`src/rtl/osd_mam_mem_arbiter.sv`:
```
// osd_mam_mem_arbiter
//   Shares one MAM-style memory port (request / write-beat / read-beat streams)
//   between N_REQ requesters. Arbitration is round-robin. A grant covers one
//   whole transaction: the request beat plus every write or read data beat.
//   Data, address and strobes pass through as plain muxes on the granted index.
//
// Ports
//   clk, rst                      clock, asynchronous active-high reset
//   in_req_*                      per-requester request channel (packed per index)
//   in_write_*                    per-requester write-beat channel
//   in_read_valid/ready           per-requester read-beat handshake
//   in_read_data                  read data, broadcast to all requesters
//   req_*, write_*, read_*        memory-side channels
//   grant_valid, grant_id         a transaction is owned, and by which requester
module osd_mam_mem_arbiter #(
  parameter int unsigned N_REQ      = 2,
  parameter int unsigned DATA_WIDTH = 16,
  parameter int unsigned ADDR_WIDTH = 64
) (
  input  logic                             clk,
  input  logic                             rst,

  input  logic [N_REQ-1:0]                 in_req_valid,
  output logic [N_REQ-1:0]                 in_req_ready,
  input  logic [N_REQ-1:0]                 in_req_rw,
  input  logic [N_REQ*ADDR_WIDTH-1:0]      in_req_addr,
  input  logic [N_REQ-1:0]                 in_req_burst,
  input  logic [N_REQ*14-1:0]              in_req_beats,

  input  logic [N_REQ-1:0]                 in_write_valid,
  output logic [N_REQ-1:0]                 in_write_ready,
  input  logic [N_REQ*DATA_WIDTH-1:0]      in_write_data,
  input  logic [N_REQ*DATA_WIDTH/8-1:0]    in_write_strb,

  output logic [N_REQ-1:0]                 in_read_valid,
  input  logic [N_REQ-1:0]                 in_read_ready,
  output logic [DATA_WIDTH-1:0]            in_read_data,

  output logic                             req_valid,
  input  logic                             req_ready,
  output logic                             req_rw,
  output logic [ADDR_WIDTH-1:0]            req_addr,
  output logic                             req_burst,
  output logic [13:0]                      req_beats,

  output logic                             write_valid,
  input  logic                             write_ready,
  output logic [DATA_WIDTH-1:0]            write_data,
  output logic [DATA_WIDTH/8-1:0]          write_strb,

  input  logic                             read_valid,
  output logic                             read_ready,
  input  logic [DATA_WIDTH-1:0]            read_data,

  output logic                             grant_valid,
  output logic [$clog2(N_REQ)-1:0]         grant_id
);

  localparam int unsigned IW = $clog2(N_REQ);
  localparam int unsigned SW = DATA_WIDTH / 8;
  localparam logic [IW-1:0] LAST_RST = IW'(N_REQ - 1);

  typedef enum logic [1:0] {
    ST_IDLE,
    ST_REQ,
    ST_WRITE,
    ST_READ
  } state_t;

  state_t        state_q, state_d;
  logic [IW-1:0] grant_q, grant_d;
  logic [IW-1:0] last_q, last_d;
  logic [13:0]   cnt_q, cnt_d;

  logic          pick_found;
  logic [IW-1:0] pick_idx;

  // Round-robin search starting one past the previous owner, wrapping.
  always_comb begin
    pick_found = 1'b0;
    pick_idx   = '0;
    for (int unsigned k = 1; k <= N_REQ; k++) begin
      int unsigned   idx_full;
      logic [IW-1:0] idx;
      idx_full = (32'(last_q) + k) % N_REQ;
      idx      = IW'(idx_full);
      if (!pick_found && in_req_valid[idx]) begin
        pick_found = 1'b1;
        pick_idx   = idx;
      end
    end
  end

  // Data paths: plain muxes on the current grant.
  assign req_rw       = in_req_rw[grant_q];
  assign req_addr     = in_req_addr[grant_q*ADDR_WIDTH +: ADDR_WIDTH];
  assign req_burst    = in_req_burst[grant_q];
  assign req_beats    = in_req_beats[grant_q*14 +: 14];
  assign write_data   = in_write_data[grant_q*DATA_WIDTH +: DATA_WIDTH];
  assign write_strb   = in_write_strb[grant_q*SW +: SW];
  assign in_read_data = read_data;

  assign grant_valid  = (state_q != ST_IDLE);
  assign grant_id     = grant_q;

  always_comb begin
    state_d        = state_q;
    grant_d        = grant_q;
    last_d         = last_q;
    cnt_d          = cnt_q;
    req_valid      = 1'b0;
    in_req_ready   = '0;
    write_valid    = 1'b0;
    in_write_ready = '0;
    in_read_valid  = '0;
    read_ready     = 1'b0;

    unique case (state_q)
      ST_IDLE: begin
        if (pick_found) begin
          grant_d = pick_idx;
          state_d = ST_REQ;
        end
      end

      // req_valid comes from state only, so in_req_valid never reaches it
      // combinationally; the owner is required to hold its request anyway.
      ST_REQ: begin
        req_valid             = 1'b1;
        in_req_ready[grant_q] = req_ready;
        if (req_ready) begin
          // A zero-length burst is one beat, not a 14-bit wrap.
          cnt_d   = (req_burst && (req_beats != '0)) ? req_beats : 14'd1;
          state_d = req_rw ? ST_WRITE : ST_READ;
        end
      end

      ST_WRITE: begin
        write_valid             = in_write_valid[grant_q];
        in_write_ready[grant_q] = write_ready;
        if (in_write_valid[grant_q] && write_ready) begin
          cnt_d = cnt_q - 14'd1;
          if (cnt_q == 14'd1) begin
            last_d  = grant_q;
            state_d = ST_IDLE;
          end
        end
      end

      ST_READ: begin
        in_read_valid[grant_q] = read_valid;
        read_ready             = in_read_ready[grant_q];
        if (read_valid && in_read_ready[grant_q]) begin
          cnt_d = cnt_q - 14'd1;
          if (cnt_q == 14'd1) begin
            last_d  = grant_q;
            state_d = ST_IDLE;
          end
        end
      end

      default: state_d = ST_IDLE;
    endcase
  end

  always_ff @(posedge clk or posedge rst) begin
    if (rst) begin
      state_q <= ST_IDLE;
      grant_q <= '0;
      last_q  <= LAST_RST;
      cnt_q   <= '0;
    end else begin
      state_q <= state_d;
      grant_q <= grant_d;
      last_q  <= last_d;
      cnt_q   <= cnt_d;
    end
  end

endmodule
```
`config.mk`:
```
export PLATFORM = sky130hd
export DESIGN_NAME = osd_mam_mem_arbiter
export DESIGN_NICKNAME = d
export VERILOG_FILES = /design/src/rtl/osd_mam_mem_arbiter.sv
export SDC_FILE = /design/constraint.sdc
export NUM_CORES = 1
export LEC_CHECK = 0
export BUFFER_PORTS_ARGS = -buffer_cell sky130_fd_sc_hd__buf_2
export CORE_AREA = 4 4 133 135
export DETAILED_ROUTE_END_ITERATION = 8
export DIE_AREA = 0 0 137 139
export PLACE_DENSITY = 0.51
export SLEW_MARGIN = 25
export SYNTH_ARGS = -nofsm -noshare
export SYNTH_HDL_FRONTEND = slang
export SYNTH_SLANG_ARGS = --single-unit
```
`constraint.sdc`:
```
create_clock -name clk -period 2.5 [get_ports clk]
set_input_delay 0 -clock clk [delete_from_list [all_inputs] [get_ports clk]]
set_output_delay 0 -clock clk [all_outputs]
set_load 0.01 [all_outputs]
```
Word level (Yosys, flattened, before mapping)
Cells that the tools add are included.
{"block": "classes", "add_sub_neg": 3, "multipliers": 1, "div_mod_pow": 0, "order_cmp": 4, "n_eq_ne": 8, "n_shift": 4, "n_mux": 40, "bitwise": 3, "reduce_logical": 15}
{"cell": "$shiftx A128 B8 Y64", "n": 1}
{"cell": "$mux W14", "n": 4}
{"cell": "$pmux W14 S3", "n": 1}
{"cell": "$shiftx A32 B6 Y16", "n": 1}
{"cell": "$shiftx A28 B6 Y14", "n": 1}
{"cell": "$mux W1", "n": 24}
{"cell": "$mux W2", "n": 8}
{"cell": "$eq A14 B1 Y1 const B", "n": 1}
{"cell": "$reduce_bool A14 Y1", "n": 1}
{"cell": "$sub A14 B1 Y14 const B", "n": 1}
{"cell": "$ne A2 B2 Y1 const B", "n": 4}
{"cell": "$pmux W2 S4", "n": 1}
{"cell": "$reduce_and A4 Y1", "n": 2}
{"cell": "$and A2 B2 Y2", "n": 3}
{"cell": "$lt A1 B2 Y1 const B", "n": 3}
{"cell": "$logic_and A1 B1 Y1", "n": 5}
{"cell": "$eq A2 B2 Y1 const B", "n": 2}
{"cell": "$mul A1 B3 Y4 const B", "n": 1}
{"cell": "$reduce_bool A2 Y1", "n": 2}
{"cell": "$shiftx A4 B3 Y2", "n": 1}
{"cell": "$reduce_and A3 Y1", "n": 1}
{"cell": "$reduce_bool A3 Y1", "n": 1}
{"cell": "$add A1 B1 Y1 const B", "n": 2}
{"cell": "$eq A2 B1 Y1 const B", "n": 1}
{"cell": "6 further kinds", "n": 6}
{"block": "word_totals", "reg_bits": 18, "latch_bits": 0, "mem_bits_rw": 0, "rom_bits": 0, "wordCells": 82, "n_memories": 0}

Logic depth before layout (Yosys ltp)
Gate-level depths: netlist of run 1.
{"block": "depth", "word_depth": 9, "ltp_mapped": 8, "ltp_nobuf": 7}

Worst setup path after synthesis of run 1
No wires, ideal clock.
{"block": "synth_timing", "kind": "register to register", "startpoint": "reg cnt_q[7]", "endpoint": "reg state_q[0]", "setup_ps": 127, "arrival_time_ps": 1960, "required_ps": 2373, "slack_ps": 413, "path_stages_with_launch": 6, "period_less_slack_ps": 2087, "path_cell_list": "dfrtp_1 or4_4 nor4_4 nand4b_1 a221o_2 mux2_1"}
{"block": "synth_via", "elab_chain_cells": 4, "elab_cells_between_ends": 5}
{"element": "start, declared", "line_no": "73", "text": "logic [13:0] cnt_q, cnt_d;"}
{"element": "start signal, assigned", "line_no": "176", "text": "cnt_q <= cnt_d;"}
{"element": "$eq A14 B1 Y1 (*)", "line_no": "143, 155"}
{"element": "$mux W2 (*)"}
{"element": "$mux W2, on equally long branches"}
{"element": "$pmux W2 S4 (*)"}
{"element": "end signal, assigned", "line_no": "173", "text": "state_q <= state_d;"}
{"element": "end, declared", "line_no": "70", "text": "state_t state_q, state_d;"}
Mark *: on every way between the ends. The rest lies on a longest branch, timed or not. The select of a mux whose other input is x is not followed.
A chain may end at the register's enable or synchronous reset.

Final worst setup path of run 1
{"block": "layout_timing", "startpoint": "reg cnt_q[7]", "endpoint": "reg state_q[1]"}
The elaborated chain is that of the path after synthesis.

==> impl_metrics.yaml, run 1 <==
placed_design:
  place_congestion: 0.8527
  io_buffer_count: 315
  hpwlAfterDp_um: 12570
  dp_slack_ns: 0.2245
  numPlacedInstances: 803
clock_network:
  cts_resized: 0
  clock_sinks: 18
  cts-root-buf: "clkbuf_16"
  cts_buffers: 3
  post_cts_buffers: 0
  clockBufferDepth: 2
  hold_buffers: 1
  htreeDepth: 1
  insertion_delay_ns: 0.25
  path_clk_slew_ns: 0.06
  cts_tree: "done"
pwr:
  leakage_nw: 2.294
  power.switching_mw: 2.154
  power_frac_comb_pct: 77.4
  pwr-share-clk_pct: 8.2
  p_sw_share_pct: 48.23
  ir_drop_mv: 0.2998
  power.density_nw_per_um2: 997.6
  intPower_mw: 2.312
  p_seq_share_pct: 14.4
sta:
  setup_slack_ns: 0.2369
  rsz0062_at_grt: "no"
  period_minus_slack_ns: 2.263
  finalSetupViolCount: 0
  hold_viol_final: 0
  worst_pin_slew_ns: 0.7466
  fin_skew_ns: 0.002942
  slew_headroom_pct: 50.17
  setup_tns_ns: 0
  drv_slew: 0
  fin_crit_sh_pct: 90.53
  fmax_mhz: 441.9
global_routing:
  gr-usage-all-layers_pct: 14.00
  antenna_found_initial: 6
  grt_pass1_wl_um: 20840
  grt_pass1_vias: 3531
  grt_overflow_total: 0
  grt_max_degree: 48
synthesis:
  syn_nets: 524
  ys_ff_latch: 18
  yosysWarnings: 0
  netlist_instances: 294
  synth_cell_types: 42
  syn_area_per_cell_um2: 9.027
  syn-cell-area_um2: 2654
  synth_edf_count: 0
  ys_seq_area_share_pct: 17.02
  synth-main-ff-cell: "dfrtp_1"
  async_flop_share_pct: 100.0
worst_setup_path:
  r2r-end: "state_q[1]"
  cp.required_ns: 2.63
  worstSetupStartpointType: "register"
  critPathKind: "reg -> reg"
  r2r_start: "cnt_q[7]"
  worstPathArrival_ns: 2.40
  cp-end-kind: "register"
  r2r_setup_slack_ns: 0.24
  reg2reg_depth: 5
  crit_fanout: 5
routing:
  viasPerCell: 4.224
  vias: 3417
  finalWirelength_um: 14250
  firstDrtPassIters: 4
  wl_per_cell_um: 17.61
  drt_first_iter_violations: 105
  detail-route-antenna-nets: 0
  drc: 0
floorplan:
  rows: 47
  die_h_um: 139
  coreArea_um2: 16470
  start_util_pct: 16.12
  ios: 348
  dieArea_um2: 19040
  die_w_um: 137
cells_and_area:
  fin_cells: 809
  area_growth_pct: 68.69
  drive_above_1_share_pct: 73.47
  final_util_pct: 27.19
  fin_nets: 819
  nFillCells: 1838
worst_hold_path:
  min-delay-start: "read_data[6]"
  holdPathStages: 0
  hold_path.class: "in -> out"
  holdPathEnd: "in_read_data[6]"
flow_run:
  maxCapViolCount: 0
run_status:
  status: "completed"
-- worst max-delay path: stages, from the launching register on --
cell	delay, ns
dfrtp_1	0.41
or4_4	0.58
nor4_4	0.22
nand4b_1	0.19
a221o_2	0.42
mux2_1	0.31
-- final cells by class --
type | instances | area, um2 | area share [%]
Multi-Input combinational cell | 232 | 1974 | 44.10
Timing Repair Buffer | 323 | 1639 | 36.61
Sequential cell | 18 | 455.4 | 10.17
Tap cell | 220 | 275.3 | 6.149
Clock buffer | 4 | 88.84 | 1.984
Inverter | 11 | 41.29 | 0.9223
Antenna cell | 1 | 2.502 | 0.05590
-- power groups by stage --
stage / clock [mW] / sequential [mW] / combinational, mW
floorplan: 0 / 0.563 / 2.33
global placement: 0 / 0.645 / 3.48
detailed placement: 0 / 0.649 / 3.47
CTS: 0.372 / 0.644 / 3.49
global route: 0.386 / 0.671 / 3.76
finish: 0.367 / 0.642 / 3.46
-- registers in the layout, indices dropped and copies added (netlist names) --
| register | flops |
|---|---|
| last_q | 1 |
| cnt_q | 14 |
| grant_id | 1 |
| state_q | 2 |
-- stage by stage --
stage                     hold slack [ns]  total power [mW]  instance area (um2)
after floorplan                  -0.06216             2.895                 2654
after global placement         0.00006862             4.122                 4375
after detailed placement       0.00006862             4.121                 4375
after CTS                      0.00006862             4.511                 4474
after global routing           0.00003481             4.817                 4477
final                         0.000004435             4.466                 4477
-- per-layer routing --
layer	GRT usage [%]	wire length [um]	vias up
met5	0	56	-
met4	2.048	175	10
met3	4.064	1116	20
met2	25.82	7459	154
met1	16.13	5438	1566
li1	-	-	1667
-- cell families (layout without fill, tap and decap cells) --
kind of cell | Yosys count | in the layout | share of synthesized area [%]
compound gates | 46 | 46 | 11.65
flops | 18 | 18 | 17.02
fa+ha+maj | 7 | 7 | 3.300
other cells | 0 | 1 | 0
buf+inv | 44 | 338 | 8.581
mux | 104 | 104 | 43.85
simple gates | 75 | 75 | 15.61
-- layout by cell type, fill, tap and decap left out, types with 2 or more instances in the layout --
master / n
and3_1: 4
clkbuf_16: 3
a22o_1: 2
dfrtp_1: 16
buf_4: 7
nand3_1: 6
o21ai_0: 13
buf_2: 315
or2_2: 2
nor3_1: 8
and2_1: 2
o311ai_0: 3
mux2i_1: 6
nor4_4: 2
o211ai_1: 5
a31oi_1: 2
nor4_1: 3
nand2_1: 20
inv_1: 11
nor2_1: 14
a32o_1: 2
ha_1: 7
or4_1: 4
mux2_1: 2
a21oi_1: 10
nand3b_1: 4
mux2_2: 96
nor2b_1: 3
-- worst max path at each step --
stage / from / to / slack [ns]
final: cnt_q[7] / state_q[1] / 0.24
after detailed placement: cnt_q[7] / state_q[1] / 0.22
after floorplan: cnt_q[7] / state_q[0] / 0.41
after CTS: cnt_q[7] / state_q[1] / 0.23
after global placement: cnt_q[7] / state_q[0] / 0.28
after global routing: state_q[0] / cnt_q[10] / 0.02
-- cell usage after synthesis (4+ instances only) --
cell / count / area share (%)
mux2_2: 96 / 41
nand2_1: 20 / 2.8
dfrtp_1: 17 / 16
buf_4: 16 / 4.5
nor2_1: 14 / 2.0
o21ai_0: 13 / 2.5
clkbuf_1: 12 / 1.7
inv_1: 11 / 1.6
a21oi_1: 10 / 1.9
nor3_1: 8 / 1.5
ha_1: 7 / 3.3
mux2i_1: 6 / 2.3
nand3_1: 6 / 1.1
o211ai_1: 5 / 1.4
and3_1: 4 / 0.94
nand3b_1: 4 / 1.1
or4_1: 4 / 1.1
Note: power is estimated with default switching activity, not from simulation.
==> inputs of run 2 (changes only) <==
- CELL_PAD_IN_SITES_DETAIL_PLACEMENT: not set -> 0
- CELL_PAD_IN_SITES_GLOBAL_PLACEMENT: not set -> 2
- CORE_AREA: 4 4 133 135 -> not set
- CORE_MARGIN: not set -> 4
- CORE_UTILIZATION: not set -> 14
- DIE_AREA: 0 0 137 139 -> not set
- PLACE_DENSITY: 0.51 -> 0.83
==> run 2 against run 1 <==
Compared with the run above: clock skew rose by 0.0037 ns; worst hold slack did not move; design area rose by 0.22%; sequential power fell by 0.8%; critical endpoint is now state_q[0]; critical path depth did not move; sequential share of layout area barely moved; count of clock-buffer cells in the layout did not move; non-clock buffer count did not move.
==> impl_metrics.yaml, run 2 (synthesis gave the netlist of run 1 again) <==
run_status:
  status: "completed"
floorplan:
  ios: 348
  dieArea_um2: 21220
  rows: 50
  die_w_um: 145.7
  start_util_pct: 14.19
  die_h_um: 145.7
  coreArea_um2: 18710
sta:
  fmax_mhz: 440.3
  fin_crit_sh_pct: 90.84
  slew_headroom_pct: 50.65
  drv_slew: 0
  worst_pin_slew_ns: 0.7394
  setup_tns_ns: 0
  period_minus_slack_ns: 2.271
  setup_slack_ns: 0.2289
  hold_viol_final: 0
  fin_skew_ns: 0.006593
  rsz0062_at_grt: "no"
  finalSetupViolCount: 0
worst_setup_path:
  startpoint: "cnt_q[7]"
  worstPathArrival_ns: 2.40
  slowest_delay_ns: 0.58
  crit_chain: "or4_4 -> nor4_4 -> nand4b_1 -> a221o_2 -> mux2_1"
  endpoint: "state_q[0]"
  cp.depth: 5
  cp.required_ns: 2.63
  r2r_setup_slack_ns: 0.23
  worstSetupStartpointType: "register"
  r2r-end: "state_q[0]"
  cpMaxStageDelayCell: "or4_4"
  crit_buf_inv: 0
  critical_path.top_delay_family: "simple AND/OR/NAND/NOR gates"
  r2r_start: "cnt_q[7]"
  cp-end-kind: "register"
  reg2reg_depth: 5
  crit_fanout: 5
  critPathKind: "reg -> reg"
cells_and_area:
  fin_cells: 824
  area_growth_pct: 69.07
  reg.largest.list: "cnt_q (14), state_q (2)"
  fin_area_um2: 4487
  final_common_cell: "buf_2"
  final_util_pct: 23.99
  final_cell_mix: "315 x buf_2, 96 x mux2_2, 20 x nand2_1, 16 x dfrtp_1, 14 x nor2_1"
  drive_above_1_share_pct: 73.30
  regMostFlops: "cnt_q"
  largest_register_ffs: 14
  fin_nets: 819
pwr:
  ir_drop_mv: 0.2901
  leakage_nw: 2.288
  power.density_nw_per_um2: 993.8
global_routing:
  gr-usage-all-layers_pct: 13.26
  grt_overflow_total: 0
  grt_pass1_vias: 3625
  grt_pass1_wl_um: 22110
  antenna_found_initial: 4
  grt_max_degree: 54
routing:
  drt_first_iter_violations: 95
  detail-route-antenna-nets: 0
  wl_per_cell_um: 18.06
  viasPerCell: 4.114
  vias: 3390
  drc: 0
  finalWirelength_um: 14880
  firstDrtPassIters: 4
placed_design:
  numPlacedInstances: 817
  dp_slack_ns: 0.2332
  io_buffer_count: 315
  dpl-instance-area_um2: 4393
  hpwlAfterDp_um: 13300
  place_congestion: 0.8371
clock_network:
  clockBufferDepth: 2
  post_cts_buffers: 0
  htreeDepth: 1
  cts-root-buf: "clkbuf_16"
  cts_buffers: 3
  insertion_delay_ns: 0.26
  path_clk_slew_ns: 0.05
  clock_sinks: 18
  cts_resized: 0
  hold_buffers: 1
  cts_tree: "done"
flow_run:
  maxCapViolCount: 0
worst_hold_path:
  holdPathStages: 0
  hold_path.class: "in -> out"
[run 2: routing by layer]
| layer | track usage [%] | wire (um) | part of all wire [%] | up-vias |
|---|---|---|---|---|
| met1 | 15.59 | 5724 | 38 | 1560 |
| met4 | 2.707 | 178 | 1.2 | 6 |
| met3 | 3.768 | 1095 | 7.4 | 15 |
| li1 | - | - | - | 1665 |
| met2 | 24.01 | 7847 | 53 | 144 |
| met5 | 0 | 34 | 0.23 | - |
[run 2: cell type report]
type / instances / area (um2)
repair buffers: 323 / 1639
clock buffers: 4 / 78.83
multi-input cells: 232 / 1974
well taps: 234 / 292.8
fillers: 2082 / 14220
diodes: 2 / 5.005
inverters: 11 / 41.29
flip-flops and latches: 18 / 455.4
[run 2: metrics by stage]
step | hold slack [ns] | power [mW]
final | 0.000004435 | 4.459
after global routing | 0.00002014 | 4.819
after CTS | 0.00007494 | 4.529
after detailed placement | 0.00007494 | 4.170
after global placement | 0.00007494 | 4.177
after floorplan | -0.06216 | 2.895
[run 2: how the worst min path moves through the flow]
| stage | from | to | slack (ns) |
|---|---|---|---|
| after floorplan | rst | cnt_q[0] | -0.06 |
| after global placement | read_data[15] | in_read_data[15] | 0.00007 |
| after detailed placement | read_data[15] | in_read_data[15] | 0.00007 |
| after CTS | read_data[15] | in_read_data[15] | 0.00007 |
| after global routing | read_data[6] | in_read_data[6] | 0.00002 |
| final | read_data[6] | in_read_data[6] | 0.000004 |
[run 2: where the power goes]
group	internal, mW	total (mW)	switching [mW]
Sequential	0.438	0.637	0.199
Clock	0.217	0.331	0.114
Combinational	1.63	3.49	1.87
